**src/rtl/morra_match_driver.sv**
```systemverilog
// ---------------------------------------------------------------------------
// morra_match_driver
//
// Initiator side of the morra referee interface. Opens a match with a one
// cycle INIZIO strobe carrying the match length code, then presents one move
// pair per cycle on PRIMO/SECONDO and watches MANCHE/PARTITA. An internal
// predictor computes the expected MANCHE of every pair and flags any
// disagreement. Intended as on-chip stimulus / self-test for the referee.
//
// Parameters
//   SEED_P1, SEED_P2  initial LFSR state of each player (must be nonzero)
//   RISP_LAT          cycles from a pair on PRIMO/SECONDO to its MANCHE (1..4)
//
// Ports
//   clk         clock, all state on posedge
//   rst         asynchronous active-high reset, aborts any match
//   start       begin a match (only looked at while idle)
//   n_cfg[3:0]  match length code, length = n_cfg + 4
//   MANCHE[1:0] per-round result from the referee
//   PARTITA[1:0] match result from the referee, 00 while running
//   INIZIO      setup strobe
//   PRIMO[1:0]  player 1 move, n_cfg[1:0] during setup
//   SECONDO[1:0] player 2 move, n_cfg[3:2] during setup
//   busy        high from setup through the final cycle
//   done        one-cycle pulse at match end
//   risultato   latched final PARTITA, 00 on timeout
//   turni       move pairs presented in this match (saturates at 19)
//   errore      referee timeout, sticky until next start
//   disaccordo  MANCHE differed from prediction, sticky until next start
//
// Build option
//   MORRA_DRIVER_FORCED_MOVES_EN adds forza / mossa_p1 / mossa_p2 so the moves
//   can be supplied from outside instead of from the LFSRs.
// ---------------------------------------------------------------------------
module morra_match_driver #(
   parameter logic [15:0] SEED_P1  = 16'hACE1,
   parameter logic [15:0] SEED_P2  = 16'h1D2B,
   parameter int unsigned RISP_LAT = 1
) (
   input  logic       clk,
   input  logic       rst,
   input  logic       start,
   input  logic [3:0] n_cfg,
   input  logic [1:0] MANCHE,
   input  logic [1:0] PARTITA,
`ifdef MORRA_DRIVER_FORCED_MOVES_EN
   input  logic       forza,
   input  logic [1:0] mossa_p1,
   input  logic [1:0] mossa_p2,
`endif
   output logic       INIZIO,
   output logic [1:0] PRIMO,
   output logic [1:0] SECONDO,
   output logic       busy,
   output logic       done,
   output logic [1:0] risultato,
   output logic [4:0] turni,
   output logic       errore,
   output logic       disaccordo
);

   // state | meaning
   // IDLE  | waiting for start, results of the last match held
   // SETUP | INIZIO strobe with the length code on the move lines
   // PLAY  | one new move pair per cycle until the match length is reached
   // DRAIN | moves 00, waiting RISP_LAT+1 cycles for PARTITA
   // FINE  | done pulse, then back to IDLE
   typedef enum logic [2:0] {IDLE, SETUP, PLAY, DRAIN, FINE} state_t;

   // Stage 0 holds the prediction of the pair currently on the outputs; the
   // entry reaches the last stage in the cycle its MANCHE is due.
   localparam int unsigned DEPTH = RISP_LAT + 1;

   state_t           state;
   logic [3:0]       n_lat;
   logic [4:0]       n_len;
   logic [15:0]      lfsr_p1;
   logic [15:0]      lfsr_p2;
   logic [1:0]       win_who;    // 01 player 1, 10 player 2, 00 none
   logic [1:0]       win_move;
   logic [2:0]       drain_cnt;
   logic [1:0]       pipe_res [DEPTH];
   logic [DEPTH-1:0] pipe_vld;

   logic             present_now;
   logic             step_lfsr;
   logic             pred_vld;
   logic [1:0]       raw1;
   logic [1:0]       raw2;
   logic [1:0]       mv1;
   logic [1:0]       mv2;
   logic [1:0]       pred;

   function automatic logic [15:0] lfsr_next(input logic [15:0] s);
      return {s[14:0], s[15] ^ s[13] ^ s[12] ^ s[10]};
   endfunction

   function automatic logic [1:0] lfsr_move(input logic [15:0] s);
      return (s[1:0] == 2'b00) ? 2'b01 : s[1:0];
   endfunction

   function automatic logic [1:0] rotate(input logic [1:0] m);
      logic [1:0] r;
      case (m)
         2'b01:   r = 2'b10;
         2'b10:   r = 2'b11;
         2'b11:   r = 2'b01;
         default: r = 2'b00;
      endcase
      return r;
   endfunction

   // Round outcome in MANCHE encoding; any 00 move makes the round invalid.
   function automatic logic [1:0] judge(input logic [1:0] a, input logic [1:0] b);
      if (a == 2'b00 || b == 2'b00) return 2'b00;
      if (a == b) return 2'b11;
      if ((a == 2'b10 && b == 2'b01) || (a == 2'b11 && b == 2'b10) ||
          (a == 2'b01 && b == 2'b11)) return 2'b01;
      return 2'b10;
   endfunction

   assign n_len = {1'b0, n_lat} + 5'd4;

   // A pair is produced on the SETUP->PLAY edge and on every PLAY edge until
   // the length is reached, unless the referee has just ended the match.
   assign present_now = (state == SETUP) ||
                        (state == PLAY && PARTITA == 2'b00 && turni < n_len);

   always_comb begin
      raw1      = lfsr_move(lfsr_p1);
      raw2      = lfsr_move(lfsr_p2);
      mv1       = raw1;
      mv2       = raw2;
      // The last round winner may not repeat its winning move.
      if (win_who == 2'b01 && raw1 == win_move) mv1 = rotate(raw1);
      if (win_who == 2'b10 && raw2 == win_move) mv2 = rotate(raw2);
      pred      = judge(mv1, mv2);
      step_lfsr = 1'b1;
`ifdef MORRA_DRIVER_FORCED_MOVES_EN
      if (forza) begin
         mv1       = mossa_p1;
         mv2       = mossa_p2;
         step_lfsr = 1'b0;
         // A forced repeat of the winning move is an illegal round.
         if ((win_who == 2'b01 && mossa_p1 == win_move) ||
             (win_who == 2'b10 && mossa_p2 == win_move))
            pred = 2'b00;
         else
            pred = judge(mossa_p1, mossa_p2);
      end
`endif
      pred_vld  = (mv1 != 2'b00) && (mv2 != 2'b00);
   end

   always_ff @(posedge clk or posedge rst) begin
      if (rst) begin
         state      <= IDLE;
         n_lat      <= 4'd0;
         lfsr_p1    <= SEED_P1;
         lfsr_p2    <= SEED_P2;
         win_who    <= 2'b00;
         win_move   <= 2'b00;
         drain_cnt  <= 3'd0;
         pipe_vld   <= '0;
         for (int i = 0; i < DEPTH; i++) pipe_res[i] <= 2'b00;
         INIZIO     <= 1'b0;
         PRIMO      <= 2'b00;
         SECONDO    <= 2'b00;
         busy       <= 1'b0;
         done       <= 1'b0;
         risultato  <= 2'b00;
         turni      <= 5'd0;
         errore     <= 1'b0;
         disaccordo <= 1'b0;
      end else begin
         done <= 1'b0;

         pipe_vld <= {pipe_vld[DEPTH-2:0], 1'b0};
         for (int i = 1; i < DEPTH; i++) pipe_res[i] <= pipe_res[i-1];

         if (pipe_vld[DEPTH-1] && MANCHE != pipe_res[DEPTH-1])
            disaccordo <= 1'b1;

         case (state)
            IDLE: begin
               if (start) begin
                  state      <= SETUP;
                  n_lat      <= n_cfg;
                  INIZIO     <= 1'b1;
                  PRIMO      <= n_cfg[1:0];
                  SECONDO    <= n_cfg[3:2];
                  busy       <= 1'b1;
                  turni      <= 5'd0;
                  errore     <= 1'b0;
                  disaccordo <= 1'b0;
                  risultato  <= 2'b00;
                  win_who    <= 2'b00;
                  win_move   <= 2'b00;
               end
            end
            SETUP: begin
               INIZIO <= 1'b0;
               state  <= PLAY;
            end
            PLAY: begin
               if (PARTITA != 2'b00) begin
                  state     <= FINE;
                  done      <= 1'b1;
                  risultato <= PARTITA;
                  PRIMO     <= 2'b00;
                  SECONDO   <= 2'b00;
                  pipe_vld  <= '0;
               end else if (turni >= n_len) begin
                  state     <= DRAIN;
                  PRIMO     <= 2'b00;
                  SECONDO   <= 2'b00;
                  drain_cnt <= 3'(RISP_LAT);
               end
            end
            DRAIN: begin
               // PARTITA takes priority over an expiring drain count.
               if (PARTITA != 2'b00) begin
                  state     <= FINE;
                  done      <= 1'b1;
                  risultato <= PARTITA;
                  pipe_vld  <= '0;
               end else if (drain_cnt == 3'd0) begin
                  state     <= FINE;
                  done      <= 1'b1;
                  risultato <= 2'b00;
                  errore    <= 1'b1;
                  pipe_vld  <= '0;
               end else begin
                  drain_cnt <= drain_cnt - 3'd1;
               end
            end
            FINE: begin
               state <= IDLE;
               busy  <= 1'b0;
            end
            default: begin
               state    <= IDLE;
               INIZIO   <= 1'b0;
               PRIMO    <= 2'b00;
               SECONDO  <= 2'b00;
               busy     <= 1'b0;
               pipe_vld <= '0;
            end
         endcase

         if (present_now) begin
            PRIMO       <= mv1;
            SECONDO     <= mv2;
            pipe_vld[0] <= pred_vld;
            pipe_res[0] <= pred;
            if (turni != 5'd19) turni <= turni + 5'd1;
            if (step_lfsr) begin
               lfsr_p1 <= lfsr_next(lfsr_p1);
               lfsr_p2 <= lfsr_next(lfsr_p2);
            end
            case (pred)
               2'b01: begin
                  win_who  <= 2'b01;
                  win_move <= mv1;
               end
               2'b10: begin
                  win_who  <= 2'b10;
                  win_move <= mv2;
               end
               default: begin
                  win_who  <= 2'b00;
                  win_move <= 2'b00;
               end
            endcase
         end
      end
   end

endmodule

```
**config.mk**
```make
export PLATFORM = sky130hd
export DESIGN_NAME = morra_match_driver
export DESIGN_NICKNAME = d
export VERILOG_FILES = /design/src/rtl/morra_match_driver.sv
export SDC_FILE = /design/constraint.sdc
export NUM_CORES = 1
export LEC_CHECK = 0
export CORE_MARGIN = 8
export CORE_UTILIZATION = 50
export CTS_CLUSTER_DIAMETER = 40
export DETAILED_ROUTE_END_ITERATION = 10
export PLACE_DENSITY = 0.75
export SETUP_SLACK_MARGIN = 0.1
export SYNTH_ARGS = -nofsm -noshare
export SYNTH_HDL_FRONTEND = slang
export SYNTH_SLANG_ARGS = --single-unit
```
**constraint.sdc**
```tcl
create_clock -name clk -period 2.85 [get_ports clk]
set_input_delay 0.4275 -clock clk [delete_from_list [all_inputs] [get_ports clk]]
set_output_delay 0.4275 -clock clk [all_outputs]
set_load 0.05 [all_outputs]
```
==> metrics.md, run 1 <==
| Metric | Value |
|---|---|
| Status | `finished, final reports clean` |
| Initial antenna violation count | `0` |
| Yosys warns | `0` |
| Yosys top cell area share | `38.82%` |
| Synth Flop Type | `dfrtp_1` |
| Final Hold Vio Count | `0` |
| CTS sink count | `68` |
| Vias | `2283` |
| First-pass detailed-route iteration total | `4` |
| Hold_buf cts | `0` |
| Initial Util | `50.45%` |
| # setup viols final | `0` |
| Chip height | `97.88 um` |
| H-tree depth | `3` |
| Remaining DRCs | `0` |
| EDFF count, synth | `0` |
| Switching Share | `39.78%` |
| Synth cell types | `50` |
| Adder and majority gate portion of the synthesized area | `4.106%` |
| Post-Route Skew | `0.01462 ns` |
| Total global-route track usage | `13.89%` |
| CTS buffer count | `9` |
| Tcrit/Tclk final | `87.83%` |
| Cell Int Power | `0.002979 W` |
| Syn Inst Count | `297` |
| Arr. time, crit path | `2.73 ns` |
| Worst slew margin relative to its limit | `64.54%` |
| Total power | `0.004947 W` |
| Post-CTS Setup Inserts | `0` |
| Net count of the finished layout | `350` |
| Maximum vdd drop | `0.0004976 V` |
| P&R area growth vs syn | `15.94%` |
| WS Path Type | `register to register` |
| # IOs | `27` |
| Switch Pwr | `0.001968 W` |
| Dpl cells | `397` |
| Gr ovfl total | `0` |
| Syn nets | `319` |
| ANT cells | `0` |
| DRT iter0 DRCs | `99` |
| Req. time, crit path | `3.08 ns` |
| Gate power share | `47.2%` |
| Flops & latches, synth | `68` |
| Area of the core | `6644 um2` |
| Crit path launch type | `register` |
| Skew-Pair Late Insertion Delay | `0.35 ns` |
| RSZ-0062 raised after global routing | `no` |
| Crit path max fanout | `25` |
| Clock power share | `16.1%` |
| Simple-Gate Fraction of Synth Area | `13.62%` |
| Post-synthesis compound-gate area fraction | `13.29%` |
| Pin count of the biggest net entering global routing | `37` |
| RePlAce Congestion | `0.8304` |
| Post-Route WL | `6.174 mm` |
| Combinational family with the most area after synthesis | `simple AND/OR/NAND/NOR gates` |
| Fin Setup TNS | `0 ns` |
| CTS Buffer Depth | `2` |
| Final min period | `2.503 ns` |
| Biggest area consumer among synthesized cells | `dfrtp_1` |
| Routed Antenna Nets | `0` |
| P_leak | `1.676 nW` |
| Synth Area in XOR/XNOR | `2.352%` |
| Avg Inst Size Synth | `11.29 um2` |
| Chip width | `97.88 um` |
| TritonCTS clock tree | `built` |
| Max-cap violations | `0` |
| Routed vias/inst | `5.528` |
| Sequential area share after synthesis | `51.36%` |
| Reg power frac | `36.7%` |
| Wire length per cell | `14.95 um` |
| Detailed placer's ending HPWL | `4.384 mm` |
| Vias in the first global route | `2255` |
| Synth top area cells | `dfrtp_1 39%, dfstp_2 13%, mux2_2 10%, nand2_1 4.5%, ha_1 4.1%` |
| Power density over the cells | `1273 nW/um2` |
| Worst-margin pin slew | `0.5319 ns` |
| Min-delay worst type | `primary input to asynchronous set/reset pin` |
| Post-synthesis mux area share | `11.61%` |
| CP endpoint kind | `register` |
| CTS clk-pin slew, worst paths | `0.08 ns` |
| FP Rows | `30` |
| Fmax achieved | `0.3995 GHz` |
| Root buf cell | `clkbuf_8` |
| Ys async rst share | `100.0%` |
| Non-Filler Instances | `413` |
| Syn Std Cell Area | `3352 um2` |
| Total die area | `9580 um2` |
| Max-slew violation count | `0` |
| Port Buf Inserts | `26` |
| Layout cells sized above 1 | `21.92%` |
| First-pass GRT wire length | `10.65 mm` |
| Post-CTS resize count | `0` |
layout by cell type, fill, tap and decap left out, drive strengths merged, types with 6 or more instances in the layout:
cell	Yosys	layout
xnor2	9	9
dfstp	16	16
nand2	40	40
o21ai	16	16
ha	11	11
inv	13	13
clkbuf	2	14
dfrtp	52	52
nor2	14	14
a22o	6	6
clkdlybuf4s50	0	26
a21oi	10	10
mux2	31	31
nor2b	13	13
power by group through the flow:
stage          clock (W)  sequential, W  combinational (W)
6_report        0.000798        0.00181            0.00234
5_1_grt         0.000854        0.00188            0.00260
4_1_cts         0.000821        0.00182            0.00236
3_5_place_dp           0        0.00183            0.00235
3_3_place_gp           0        0.00181            0.00229
2_1_floorplan          0        0.00200            0.00165
critical path: stages (launching register included):
cell,delay [ns]
dfrtp_1,0.41
ha_1,0.29
inv_1,0.04
ha_1,0.17
a211oi_1,0.27
o21ai_0,0.20
o32ai_4,0.25
buf_4,0.38
mux2_2,0.38
metal layers:
layer / global-route usage [%] / vias to the layer above / share of wire, %
li1: - / 1109 / -
met1: 15.83 / 1126 / 44
met2: 22.76 / 38 / 50
met3: 4.552 / 10 / 4.6
met4: 7.194 / 0 / 1.6
met5: 0 / - / 0
layout make-up:
type | instances | area (um2)
clock inverter | 2 | 35.03
sequential | 68 | 1722
inverter | 13 | 48.80
timing repair buffer | 31 | 310.3
fill | 569 | 2758
multi-input combinational | 205 | 1508
clock buffer | 14 | 162.7
tap | 80 | 100.1
path summary, 6_finish.rpt:
path,startpoint,end,slack [ns],cells after the start
max in group asynchronous,rst,lfsr_p2[0]$_DFFE_PP1N_,1.87,3
worst max register to register,n_lat[2]$_DFFE_PP0P_,lfsr_p2[13]$_DFFE_PP0N_,0.35,8
worst max-delay path,n_lat[2]$_DFFE_PP0P_,lfsr_p2[13]$_DFFE_PP0N_,0.35,8
worst min register to register,pipe_res[2]$_DFFE_PP0N_,pipe_res[0]$_DFF_PP0_,0.38,0
worst min-delay path,rst,pipe_vld[1]$_DFF_PP0_,0.38,2
min in group clk,pipe_res[2]$_DFFE_PP0N_,pipe_res[0]$_DFF_PP0_,0.38,0
Yosys cell counts, types with 2 or more instances:
library cell	instances
xnor2_1	9
nor2b_1	13
dfrtp_1	52
o2bb2ai_1	2
nand2b_1	4
inv_1	13
buf_2	2
nand4_1	2
nand2_1	40
mux2i_1	4
o211ai_1	5
or3_1	2
a31oi_1	3
o221ai_1	2
clkbuf_1	2
a21oi_1	10
nor3_1	2
and4bb_1	2
mux2_2	31
dfstp_2	16
o21bai_1	2
buf_4	4
a211oi_1	2
and2_1	4
ha_1	11
buf_6	2
o21ai_0	15
nor2_1	13
nand4b_1	2
a22o_1	6
kinds of logic after synthesis:
group / after synthesis
compound gates: 61
xor+xnor: 9
fa+ha+maj: 11
buf+inv: 24
flops: 68
mux: 35
simple gates: 89
registers in the layout, indices dropped and copies added (netlist names), 3 cells and up:
| register | cells |
|---|---|
| lfsr_p1 | 16 |
| state | 3 |
| n_lat | 4 |
| turni | 5 |
| drain_cnt | 3 |
| pipe_res | 4 |
| lfsr_p2 | 16 |
stage by stage:
step | worst slack, ns | hold WS (ns) | utilization (%) | cell area [um2]
CTS | 0.3382 | 0.3811 | 58.49 | 3886
detailed placement | 0.3447 | 0.3653 | 55.52 | 3689
floorplan | 0.5209 | 0.3501 | - | 3352
global placement | 0.3978 | 0.3702 | 55.52 | 3689
global route | 0.1942 | 0.4026 | 58.49 | 3886
finish | 0.3470 | 0.3783 | 58.49 | 3886
(Power assumes the default switching activity.)
==> run 2, diff against run 1 <==
Settings changed: CTS_CLUSTER_SIZE from default to 40, PLACE_DENSITY 0.75 to default, PLACE_DENSITY_LB_ADDON from default to 0.12.
==> metrics.md, run 2 (same netlist as run 1, synthesis figures left out) <==
| Metric | Value |
|---|---|
| Status | `finished, final reports clean` |
| Post-Route WL | `6.141 mm (-0.53%)` |
| WS Path Type | `register to register` |
| Net count of the finished layout | `350 (unchanged)` |
| CP Cell Sequence | `ha_1 > inv_1 > ha_1 > a211oi_1 > o21ai_0 > o32ai_4 > buf_12 > mux2_2` |
| Wire length per cell | `14.87 um (-0.53%)` |
| Arr. time, crit path | `2.73 ns (about the same)` |
| Crit path to | `lfsr_p1[9]$_DFFE_PP0N_` |
| Remaining DRCs | `0 (unchanged)` |
| Post-CTS resize count | `0 (unchanged)` |
| Final Hold Vio Count | `0 (unchanged)` |
| Cell repeated most along the worst path | `ha_1` |
| Min-delay worst type | `register to register` |
| # IOs | `27 (unchanged)` |
| Power density over the cells | `1287 nW/um2 (+1.1%)` |
| CP endpoint kind | `register` |
| Vias | `2265 (-0.79%)` |
| P&R area growth vs syn | `17.06%` |
| Crit path launch | `n_lat[2]$_DFFE_PP0P_` |
| Chip width | `97.88 um (unchanged)` |
| CP max stage cell | `dfrtp_1` |
| First-pass GRT wire length | `10.79 mm (+1.4%)` |
| TritonCTS clock tree | `built` |
| Hold_buf cts | `0 (unchanged)` |
| Vias in the first global route | `2309 (+2.4%)` |
| Detailed placer's ending HPWL | `4.349 mm (-0.81%)` |
| Bufs and invs on worst path | `2 (unchanged)` |
| Commonest non-fill, non-tap cell in the layout | `dfrtp_1` |
| ANT cells | `0 (unchanged)` |
| Post-place setup slack | `0.3671 ns (+0.02236 ns)` |
| Post-CTS Setup Inserts | `0 (unchanged)` |
| Most frequent cells in the layout | `52 x dfrtp_1, 40 x nand2_1, 31 x mux2_2` |
| Worst-margin pin slew | `0.5207 ns (-0.01121 ns)` |
| Port Buf Inserts | `26 (unchanged)` |
| Gr ovfl total | `0 (unchanged)` |
| CTS clk-pin slew, worst paths | `0.08 ns (about the same)` |
| Crit path launch type | `register` |
| Total die area | `9580 um2 (unchanged)` |
| Worst slew margin relative to its limit | `65.29% (+0.75 points)` |
| Routed vias/inst | `5.484 (-0.79%)` |
| RePlAce Congestion | `0.7749 (-6.7%)` |
| Worst path max stage delay | `0.41 ns (about the same)` |
| Worst R2R Setup Slack | `0.34 ns (about the same)` |
| Tcrit/Tclk final | `88.04% (+0.21 points)` |
| CTS buffer count | `9 (unchanged)` |
| Root buf cell | `clkbuf_8` |
| Initial antenna violation count | `0 (unchanged)` |
| RSZ-0062 raised after global routing | `no` |
| Post-Route Skew | `0.01459 ns (-0.00002900 ns)` |
| Maximum vdd drop | `0.0006681 V (+34%)` |
| Chip height | `97.88 um (unchanged)` |
| Crit path max fanout | `51 (+100%)` |
| R2R Path End | `lfsr_p1[9]$_DFFE_PP0N_` |
| Pin count of the biggest net entering global routing | `52 (+41%)` |
| Max-cap violations | `0 (unchanged)` |
| Area of the core | `6644 um2 (unchanged)` |
| Max-slew violation count | `0 (unchanged)` |
| Layout cells sized above 1 | `22.82% (+0.90 points)` |
| FP Rows | `30 (unchanged)` |
| Total global-route track usage | `13.74% (-0.15 points)` |
| CP Depth | `8 (unchanged)` |
| Req. time, crit path | `3.07 ns (about the same)` |
| Initial Util | `50.45% (unchanged)` |
| # setup viols final | `0 (unchanged)` |
| P_leak | `1.688 nW (+0.72%)` |
| CTS Buffer Depth | `2 (unchanged)` |
| Fmax achieved | `0.3986 GHz (-0.24%)` |
| CP top delay family | `compound AO/OA/AOI/OAI gates` |
| R2R cell count | `8 (unchanged)` |
| WHS Path Cells | `0` |
| Biggest regs | `lfsr_p1 x16, lfsr_p2 x16, turni x5` |
| H-tree depth | `3 (unchanged)` |
| First-pass detailed-route iteration total | `4 (unchanged)` |
| Skew-Pair Late Insertion Delay | `0.34 ns (about the same)` |
| Final setup margin | `0.3409 ns (-0.006046 ns)` |
| DRT iter0 DRCs | `65 (-34%)` |
| CTS sink count | `68 (unchanged)` |
| Fin Setup TNS | `0 ns (unchanged)` |
| Start of the worst register-to-register path | `n_lat[2]$_DFFE_PP0P_` |
| Final min period | `2.509 ns (+0.006046 ns)` |
| Routed Antenna Nets | `0 (unchanged)` |
## run 2: stage by stage
step	utilization [%]	instances	instance area [um2]	hold WS, ns	total power (W)
after floorplan	-	297	3352	0.3501	0.003653
final	59.06	413	3924	0.3779	0.005051
after detailed placement	55.71	397	3701	0.3634	0.004225
after global placement	55.71	397	3701	0.3612	0.004171
after global routing	59.06	413	3924	0.3930	0.005437
after CTS	59.06	413	3924	0.3809	0.005123
## run 2: worst min-delay path by stage
stage / startpoint / endpoint
after floorplan: pipe_res[3]$_DFFE_PP0N_ / pipe_res[1]$_DFF_PP0_
after global placement: pipe_res[3]$_DFFE_PP0N_ / pipe_res[1]$_DFF_PP0_
after detailed placement: pipe_res[3]$_DFFE_PP0N_ / pipe_res[1]$_DFF_PP0_
after CTS: pipe_res[3]$_DFFE_PP0N_ / pipe_res[1]$_DFF_PP0_
after global routing: pipe_res[3]$_DFFE_PP0N_ / pipe_res[1]$_DFF_PP0_
final: pipe_res[3]$_DFFE_PP0N_ / pipe_res[1]$_DFF_PP0_
## run 2: layout make-up
type	count	area, um2
multi-input combinational	205	1508
clock buffer	9	123.9
tap	80	100.1
sequential	68	1722
inverter	13	48.80
clock inverter	7	98.84
fill	584	2720
timing repair buffer	31	322.8
## run 2: power by group
group	leakage (nW)	internal, W	switching [W]
clock network	0.110	0.000497	0.000382
logic	0.758	0.00109	0.00128
registers	0.821	0.00147	0.000340
## run 2: metal layers
layer	vias to the layer above	routed length (um)	global-route usage, %
li1	1108	-	-
met1	1121	2799	16.14
met2	26	3001	22.87
met3	10	227	3.627
met4	0	113	6.475
met5	-	0	0
